`config.mk`:
```
export PLATFORM = sky130hd
export DESIGN_NAME = div_unit_flat
export DESIGN_NICKNAME = d
export VERILOG_FILES = /design/src/rtl/div_unit_pkg.sv /design/src/rtl/div_unit_if.sv /design/src/rtl/div_step.sv /design/src/rtl/div_unit.sv /design/src/flat_wrapper.sv
export SDC_FILE = /design/constraint.sdc
export NUM_CORES = 1
export LEC_CHECK = 0
export BUFFER_PORTS_ARGS = -buffer_cell sky130_fd_sc_hd__buf_2
export CORE_AREA = 2 2 170 188
export DETAILED_ROUTE_END_ITERATION = 8
export DIE_AREA = 0 0 172 190
export MAX_ROUTING_LAYER = met4
export PLACE_DENSITY = 0.57
export SYNTH_ARGS = -nofsm -noshare
export SYNTH_HDL_FRONTEND = slang
export SYNTH_SLANG_ARGS = --single-unit
```
`constraint.sdc`:
```
create_clock -name clk -period 8.9 [get_ports clk]
set_input_delay 0.89 -clock clk [delete_from_list [all_inputs] [get_ports clk]]
set_output_delay 0.89 -clock clk [all_outputs]
set_load 0.005 [all_outputs]
```
`src/rtl/div_unit_pkg.sv`:
```
// Shared definitions for the multi-cycle restoring divider.
package div_unit_pkg;

  typedef enum logic [1:0] {
    DivFree   = 2'b00,
    DivByZero = 2'b01,
    DivOn     = 2'b10,
    DivEnd    = 2'b11
  } div_state_e;

  localparam logic DivResultReady    = 1'b1;
  localparam logic DivResultNotReady = 1'b0;
  localparam logic DivStart          = 1'b1;
  localparam logic DivStop           = 1'b0;
  localparam logic DivSigned         = 1'b1;
  localparam logic DivUnsigned       = 1'b0;

endpackage

```
`src/rtl/div_unit_if.sv`:
```
// Request/result bundle between the execute stage (master) and the divider (slave).
interface div_unit_if #(
  parameter int unsigned WIDTH = 32
);
  logic               signed_div_i;
  logic [WIDTH-1:0]   opdata1_i;
  logic [WIDTH-1:0]   opdata2_i;
  logic               start_i;
  logic               annul_i;
  logic [2*WIDTH-1:0] result_o;
  logic               ready_o;

  modport master (
    output signed_div_i, opdata1_i, opdata2_i, start_i, annul_i,
    input  result_o, ready_o
  );

  modport slave (
    input  signed_div_i, opdata1_i, opdata2_i, start_i, annul_i,
    output result_o, ready_o
  );
endinterface

```
`src/rtl/div_step.sv`:
```
// One restoring-division iteration: shift in a dividend bit, trial-subtract the divisor.
module div_step #(
  parameter int unsigned WIDTH = 32
) (
  input  logic [WIDTH-1:0] rem_i,
  input  logic [WIDTH-1:0] divisor_i,
  input  logic             bit_i,
  output logic [WIDTH-1:0] rem_o,
  output logic             q_o
);
  logic [WIDTH:0] shifted;
  logic [WIDTH:0] diff;

  // rem_i < divisor_i always holds, so the MSB of the (WIDTH+1)-bit difference is its sign.
  always_comb begin
    shifted = {rem_i, bit_i};
    diff    = shifted - {1'b0, divisor_i};
    q_o     = ~diff[WIDTH];
    rem_o   = q_o ? diff[WIDTH-1:0] : shifted[WIDTH-1:0];
  end
endmodule

```
`src/rtl/div_unit.sv`:
```
// Multi-cycle restoring divider for DIV/DIVU; result is {remainder, quotient}.
module div_unit
  import div_unit_pkg::*;
#(
  parameter int unsigned WIDTH = 32
) (
  input logic      clk,
  input logic      rst,
  div_unit_if.slave bus
);
  localparam int unsigned CNT_W = $clog2(WIDTH + 1);

  div_state_e         state_q;
  logic [CNT_W-1:0]   cnt_q;
  logic [WIDTH-1:0]   dvd_q;
  logic [WIDTH-1:0]   dvs_q;
  logic [WIDTH-1:0]   rem_q;
  logic               neg_quot_q;
  logic               neg_rem_q;
  logic [2*WIDTH-1:0] result_q;
  logic               ready_q;

  logic               sign1, sign2;
  logic [WIDTH-1:0]   op1_abs, op2_abs;
  logic [WIDTH-1:0]   quot_fix, rem_fix;
  logic [WIDTH-1:0]   rem_next;
  logic               q_bit;

  always_comb begin
    sign1    = bus.signed_div_i & bus.opdata1_i[WIDTH-1];
    sign2    = bus.signed_div_i & bus.opdata2_i[WIDTH-1];
    op1_abs  = sign1 ? -bus.opdata1_i : bus.opdata1_i;
    op2_abs  = sign2 ? -bus.opdata2_i : bus.opdata2_i;
    quot_fix = neg_quot_q ? -dvd_q : dvd_q;
    rem_fix  = neg_rem_q ? -rem_q : rem_q;
  end

  div_step #(
    .WIDTH(WIDTH)
  ) u_step (
    .rem_i     (rem_q),
    .divisor_i (dvs_q),
    .bit_i     (dvd_q[WIDTH-1]),
    .rem_o     (rem_next),
    .q_o       (q_bit)
  );

  always_ff @(posedge clk) begin
    if (rst) begin
      state_q    <= DivFree;
      cnt_q      <= '0;
      dvd_q      <= '0;
      dvs_q      <= '0;
      rem_q      <= '0;
      neg_quot_q <= 1'b0;
      neg_rem_q  <= 1'b0;
      result_q   <= '0;
      ready_q    <= DivResultNotReady;
    end else begin
      case (state_q)
        DivFree: begin
          result_q <= '0;
          ready_q  <= DivResultNotReady;
          if (bus.start_i == DivStart && !bus.annul_i) begin
            neg_quot_q <= sign1 ^ sign2;
            neg_rem_q  <= sign1;
            dvd_q      <= op1_abs;
            dvs_q      <= op2_abs;
            rem_q      <= '0;
            cnt_q      <= '0;
            state_q    <= (bus.opdata2_i == '0) ? DivByZero : DivOn;
          end
        end
        DivByZero: begin
          result_q <= '0;
          ready_q  <= DivResultReady;
          state_q  <= DivEnd;
        end
        DivOn: begin
          if (bus.annul_i) begin
            result_q <= '0;
            ready_q  <= DivResultNotReady;
            state_q  <= DivFree;
          end else if (cnt_q != CNT_W'(WIDTH)) begin
            // Dividend register shifts out its MSB and collects quotient bits at the bottom.
            rem_q <= rem_next;
            dvd_q <= {dvd_q[WIDTH-2:0], q_bit};
            cnt_q <= cnt_q + CNT_W'(1);
          end else begin
            result_q <= {rem_fix, quot_fix};
            ready_q  <= DivResultReady;
            state_q  <= DivEnd;
          end
        end
        DivEnd: begin
          if (bus.start_i == DivStop || bus.annul_i) begin
            result_q <= '0;
            ready_q  <= DivResultNotReady;
            state_q  <= DivFree;
          end
        end
        default: state_q <= DivFree;
      endcase
    end
  end

  assign bus.result_o = result_q;
  assign bus.ready_o  = ready_q;
endmodule
```
`src/flat_wrapper.sv`:
```
// flat-port wrapper written by rule: the top's interface ports become plain ports
module div_unit_flat import div_unit_pkg::*;
#(
  parameter int unsigned WIDTH = 32
)
  (clk, rst, bus_signed_div_i, bus_opdata1_i, bus_opdata2_i, bus_start_i, bus_annul_i, bus_result_o, bus_ready_o);
  div_unit_if #(.WIDTH(WIDTH)) bus_i ();
  input logic clk;
  input logic rst;
  input wire logic [$bits(bus_i.signed_div_i)-1:0] bus_signed_div_i;
  input wire logic [$bits(bus_i.opdata1_i)-1:0] bus_opdata1_i;
  input wire logic [$bits(bus_i.opdata2_i)-1:0] bus_opdata2_i;
  input wire logic [$bits(bus_i.start_i)-1:0] bus_start_i;
  input wire logic [$bits(bus_i.annul_i)-1:0] bus_annul_i;
  output wire logic [$bits(bus_i.result_o)-1:0] bus_result_o;
  output wire logic [$bits(bus_i.ready_o)-1:0] bus_ready_o;
  assign bus_i.signed_div_i = bus_signed_div_i;
  assign bus_i.opdata1_i = bus_opdata1_i;
  assign bus_i.opdata2_i = bus_opdata2_i;
  assign bus_i.start_i = bus_start_i;
  assign bus_i.annul_i = bus_annul_i;
  assign bus_result_o = bus_i.result_o;
  assign bus_ready_o = bus_i.ready_o;
  div_unit #(.WIDTH(WIDTH)) u_core (.clk(clk), .rst(rst), .bus(bus_i));
endmodule
```
* Word-level counts from Yosys, hierarchy flattened
Index checks and enable logic that the tools add are counted.
Word-level totals: flip-flop bits (word level) 171, bits of input ports 69, logic and storage cells 71
Operators by class: add/subtract/negate cells 6, eq/ne operators 9, multiplexer cells 31, bitwise operators 5, reduce and logical (&&, ||, !) cells 11
Operators by type and width (number):
- $mux 32 | 11
- $mux 64 | 3
- $pmux 64 s3 | 1
- $neg 32->32 | 4
- $pmux 32 s2 | 2
- $sub 33x32->33 | 1
- $logic_not 32->1 | 1
- $mux 6 | 3
- $pmux 6 s2 | 1
- $mux 2 | 5
- $pmux 2 s4 | 1
- $add 6x1->6 const B | 1
- $ne 2x1->1 const B | 3
- $ne 6x6->1 const B | 1
- $eq 2x2->1 const B | 2
- $pmux 1 s4 | 1
- $reduce_and 2->1 | 2
- $reduce_and 4->1 | 1
- $mux 1 | 3
- $ne 3x3->1 const B | 1
- $reduce_and 3->1 | 1
- $and 1x1->1 | 2
- $eq 2x1->1 const B | 1
- $logic_not 2->1 | 1
- other kinds (8) | 9

* Longest topological paths before layout
depth after elaboration 5, depth in mapped cells 14

* By module
Synthesis repeated with hierarchy kept, for this count alone.
Second synthesis, totals: cell total of the unflattened synthesis 1506, area total of the unflattened synthesis 11777.5 µm²
Modules (own cells, without submodules):
- div_unit | instances 1, cells an instance 1195, area an instance 9521.6 µm²
- div_step | instances 1, cells an instance 311, area an instance 2255.9 µm²

* Worst setup path after synthesis
Ideal clock, no wire load.
kind input port to flip-flop, start point in bus_opdata2_i[10], end point reg u_core.dvs_q[29], setup time 0.086 ns, arrival 3.395 ns, required time 8.814 ns, slack 5.419 ns, cell stages on the path 9, buffers on the path 0, cells stage by stage or3_4 > or4_4 > or4_4 > nor4_4 > nand2_1 > or4_4 > o31ai_4 > xor2_1 > a211oi_1
Between the ends: longest elaborated chain between the ends 2
Ends and longest elaborated chain:
- start, declared | line flat_wrapper.sv:12 | input wire logic [$bits(bus_i.opdata2_i)-1:0] bus_opdata2_i;
- $neg 32->32 | line div_unit.sv:33 | op2_abs = sign2 ? -bus.opdata2_i : bus.opdata2_i;
- $mux 32 | line div_unit.sv:33
- end signal, assigned | line div_unit.sv:68 | dvs_q <= op2_abs;
- end, declared | line div_unit.sv:16 | logic [WIDTH-1:0] dvs_q;
No other way between the ends. A chain may end at the register's enable or synchronous reset.

* Worst setup path in the final report
start point reg u_core.rem_q[4], end point reg u_core.rem_q[8]
Between the ends: longest elaborated chain between the ends 5
Ends and longest elaborated chain:
- start, declared | line div_unit.sv:17 | logic [WIDTH-1:0] rem_q;
- start signal, assigned | line div_unit.sv:86 | rem_q <= rem_next;
- $sub 33x32->33 | line div_step.sv:17 | diff = shifted - {1'b0, divisor_i};
- $mux 32 | line div_step.sv:19 | rem_o = q_o ? diff[WIDTH-1:0] : shifted[WIDTH-1:0];
- $mux 32 | line div_unit.sv:84 | end else if (cnt_q != CNT_W'(WIDTH)) begin
- $mux 32 | line div_unit.sv:80 | if (bus.annul_i) begin
- $pmux 32 s2 | line div_unit.sv:60 | case (state_q)
No other way between the ends. The select of a mux whose other input is x is not followed.

==> key figures <==
Cells and area
  – Most frequent cells in the layout: nand2_1, dfxtp_1, nor2_1
  – Finished Cell Area: 12200 sq um
  – Layout cells sized above 1: 0.131
  – Nets: 1598
  – Syn-to-layout area delta: 14.8%
  – Commonest non-fill, non-tap cell in the layout: nand2_1
  – Final non-filler cell total: 1923
  – Post-layout util: 0.394

Die
  – Die area: 32700 sq um
  – Core footprint: 31000 sq um
  – IO Pins: 134
  – # rows: 68
  – Die width: 172 um
  – DIE HEIGHT: 190 um
  – Starting Density: 0.343

Route
  – Routed wire per std cell: 15.3 um
  – Vias after detailed routing: 9835
  – Drt drc: 0
  – WL final: 29500 um
  – Pre-antenna DRT Iters: 7
  – Detail Route Antenna Nets: 0
  – Detailed Route Iter0 Violations: 642
  – Vias per inst: 5.11

Critical path
  – Slowest CP cell: nand3_2
  – Most frequent CP cell: a21oi_1
  – Crit Path Class: register to register
  – Critical path's largest stage delay: 0.89 ns
  – Crit path cell chain: ha_1 -> a21oi_1 -> nor3b_1 -> a21oi_1 -> a2111o_1 -> and3_1 -> o211ai_1 -> nand3_2 -> o31a_1 -> o21ai_0
  – Req. time, crit path: 9.26 ns
  – CP Data Arrival Time: 4.42 ns
  – Critical path launch point type: register
  – Max FO, Critical Path: 55
  – CP endpoint kind: register

Synth
  – Seq cells post-synth: 171
  – Post-Syn Nets: 1511
  – Gate Count Post-Synth: 1399
  – EDFF count, synth: 0
  – Top FF cell, synth: dfxtp_1
  – Register area share after synthesis: 0.322
  – Unique masters post-synth: 58
  – Post-synthesis cell area: 10600 sq um
  – Syn avg cell area: 7.59 sq um
  – YS warnings: 0
  – Asr flop ratio synth: 0

STA
  – Fin Setup TNS: 0 ns
  – Final setup fails: 0
  – Final hold violation count: 0
  – RSZ-0062 raised after global routing: false
  – Fmax: 246 MHz
  – Setup Skew: 0.0157 ns
  – Max-slew violations: 0
  – Fin worst setup slack: 4.84 ns
  – Worst-margin pin slew: 1.12 ns
  – Tcrit/Tclk final: 0.457
  – Worst rel slew slack: 0.254
  – Post-layout min period: 4.06 ns

Clocking
  – CTS H-tree depth: 4
  – Clk pin slew, worst setup/hold paths: 0.07 ns
  – TritonCTS clock tree: yes
  – Setup bufs post-CTS: 0
  – CTS buffer count: 17
  – Hold-fix buffers, CTS: 0
  – Skew-Pair Late Insertion Delay: 0.44 ns
  – Sinks on Clock Net: 171
  – Post-CTS resize count: 0
  – CTS root buffer: clkbuf_16
  – Clock Path Buffers: 2

GRT
  – Vias in the first global route: 9228
  – Initial antenna violation count: 4
  – GRT Total Usage: 0.190
  – First-pass GRT wire length: 48100 um
  – Gr ovfl total: 0
  – Largest net degree at the start of global routing: 84

Power and ir drop
  – Sequential Power Share: 0.360
  – Sw power: 983 uW
  – Clock network power share: 0.291
  – Static Leak: 0.00485 uW
  – Max IR drop VDD: 126 uV
  – Internal Pwr Total: 1570 uW
  – Gate power share: 0.348
  – Switching share of power: 0.385
  – PwrDens: 209 nW/um^2

Placement
  – Placed Area: 11600 sq um
  – Port bufs: 133
  – RD Place Congestion: 0.873
  – Placed Cells: 1887
  – DP Wirelength: 22100 um
  – Place WS: 4.75 ns

Flow run
  – Max cap viols: 0

Hold path
  – Worst hold path type: register to register

Status
  – Status: finished clean
## cells in the mapped netlist (all sizes together) (13+ instances only)
cell,count,area share
a211oi,31,0.022
a21o,16,0.011
a21oi,116,0.055
a22oi,30,0.021
buf,13,0.0054
clkbuf,61,0.022
dfxtp,171,0.32
ha,42,0.049
inv,55,0.019
nand2,209,0.074
nand3,13,0.0061
nor2,142,0.050
nor3,23,0.011
o21ai,133,0.063
o31ai,29,0.022
o41ai,15,0.012
or3,16,0.0099
or4,18,0.014
xnor2,68,0.056
xor2,78,0.064
## final cells by class
cell class	instances	area, sq um
repair buffers	142	736
multi-input cells	1099	6730
diodes	4	10.0
inverters	55	206
clock inverters	13	128
clock buffers	19	443
well taps	420	526
fillers	3324	18800
flip-flops and latches	171	3420
## stage by stage
stage / power (uW) / hold slack (ns)
floorplan: 1590 / 0.432
global placement: 1810 / 0.434
detailed placement: 1820 / 0.441
CTS: 2570 / 0.456
global route: 2730 / 0.475
finish: 2550 / 0.448
## critical path: cells and delay by family, from the launching register on
kind | cells | cell delay, ns
simple gates | 3 | 1.35
fa+ha+maj | 1 | 0.34
compound gates | 6 | 1.79
flops | 1 | 0.49
## metal layers
layer  track usage  share of wire  vias up
met3        0.0312          0.038       39
met2         0.291           0.45      179
met1         0.252           0.49     4515
met4        0.0695          0.026        0
met5             -              0        -
li1              -              -     5102
## flip-flops by register name, indices dropped and copies added, names as in the netlist
| name | flops |
|---|---|
| u_core.bus.result_o | 64 |
| u_core.bus.ready_o | 1 |
| u_core.dvs_q | 32 |
| u_core.cnt_q | 6 |
| u_core.dvd_q | 32 |
| u_core.neg_rem_q | 1 |
| u_core.state_q | 2 |
| u_core.rem_q | 32 |
| u_core.neg_quot_q | 1 |
## logic make-up after synthesis
family,share of synthesized area
simple gates,0.209
compound gates,0.241
flops,0.322
xor+xnor,0.120
buf+inv,0.0464
fa+ha+maj,0.0514
mux,0.00942
## worst paths after layout
path	start	endpoint	slack, ns	cells past startpoint
max	u_core.rem_q[4]	u_core.rem_q[8]	4.84	10
min	u_core.bus.result_o[52]	u_core.bus.result_o[52]	0.45	2
max reg2reg	u_core.rem_q[4]	u_core.rem_q[8]	4.84	10
min reg2reg	u_core.bus.result_o[52]	u_core.bus.result_o[52]	0.45	2
## power groups by stage
| stage | Clock, uW | Combinational [uW] | Sequential [uW] |
|---|---|---|---|
| floorplan | 0 | 685 | 908 |
| global placement | 0 | 878 | 936 |
| detailed placement | 0 | 886 | 938 |
| CTS | 761 | 890 | 920 |
| global route | 791 | 1010 | 935 |
| finish | 744 | 889 | 920 |
Note: power is estimated with default switching activity, not from simulation.
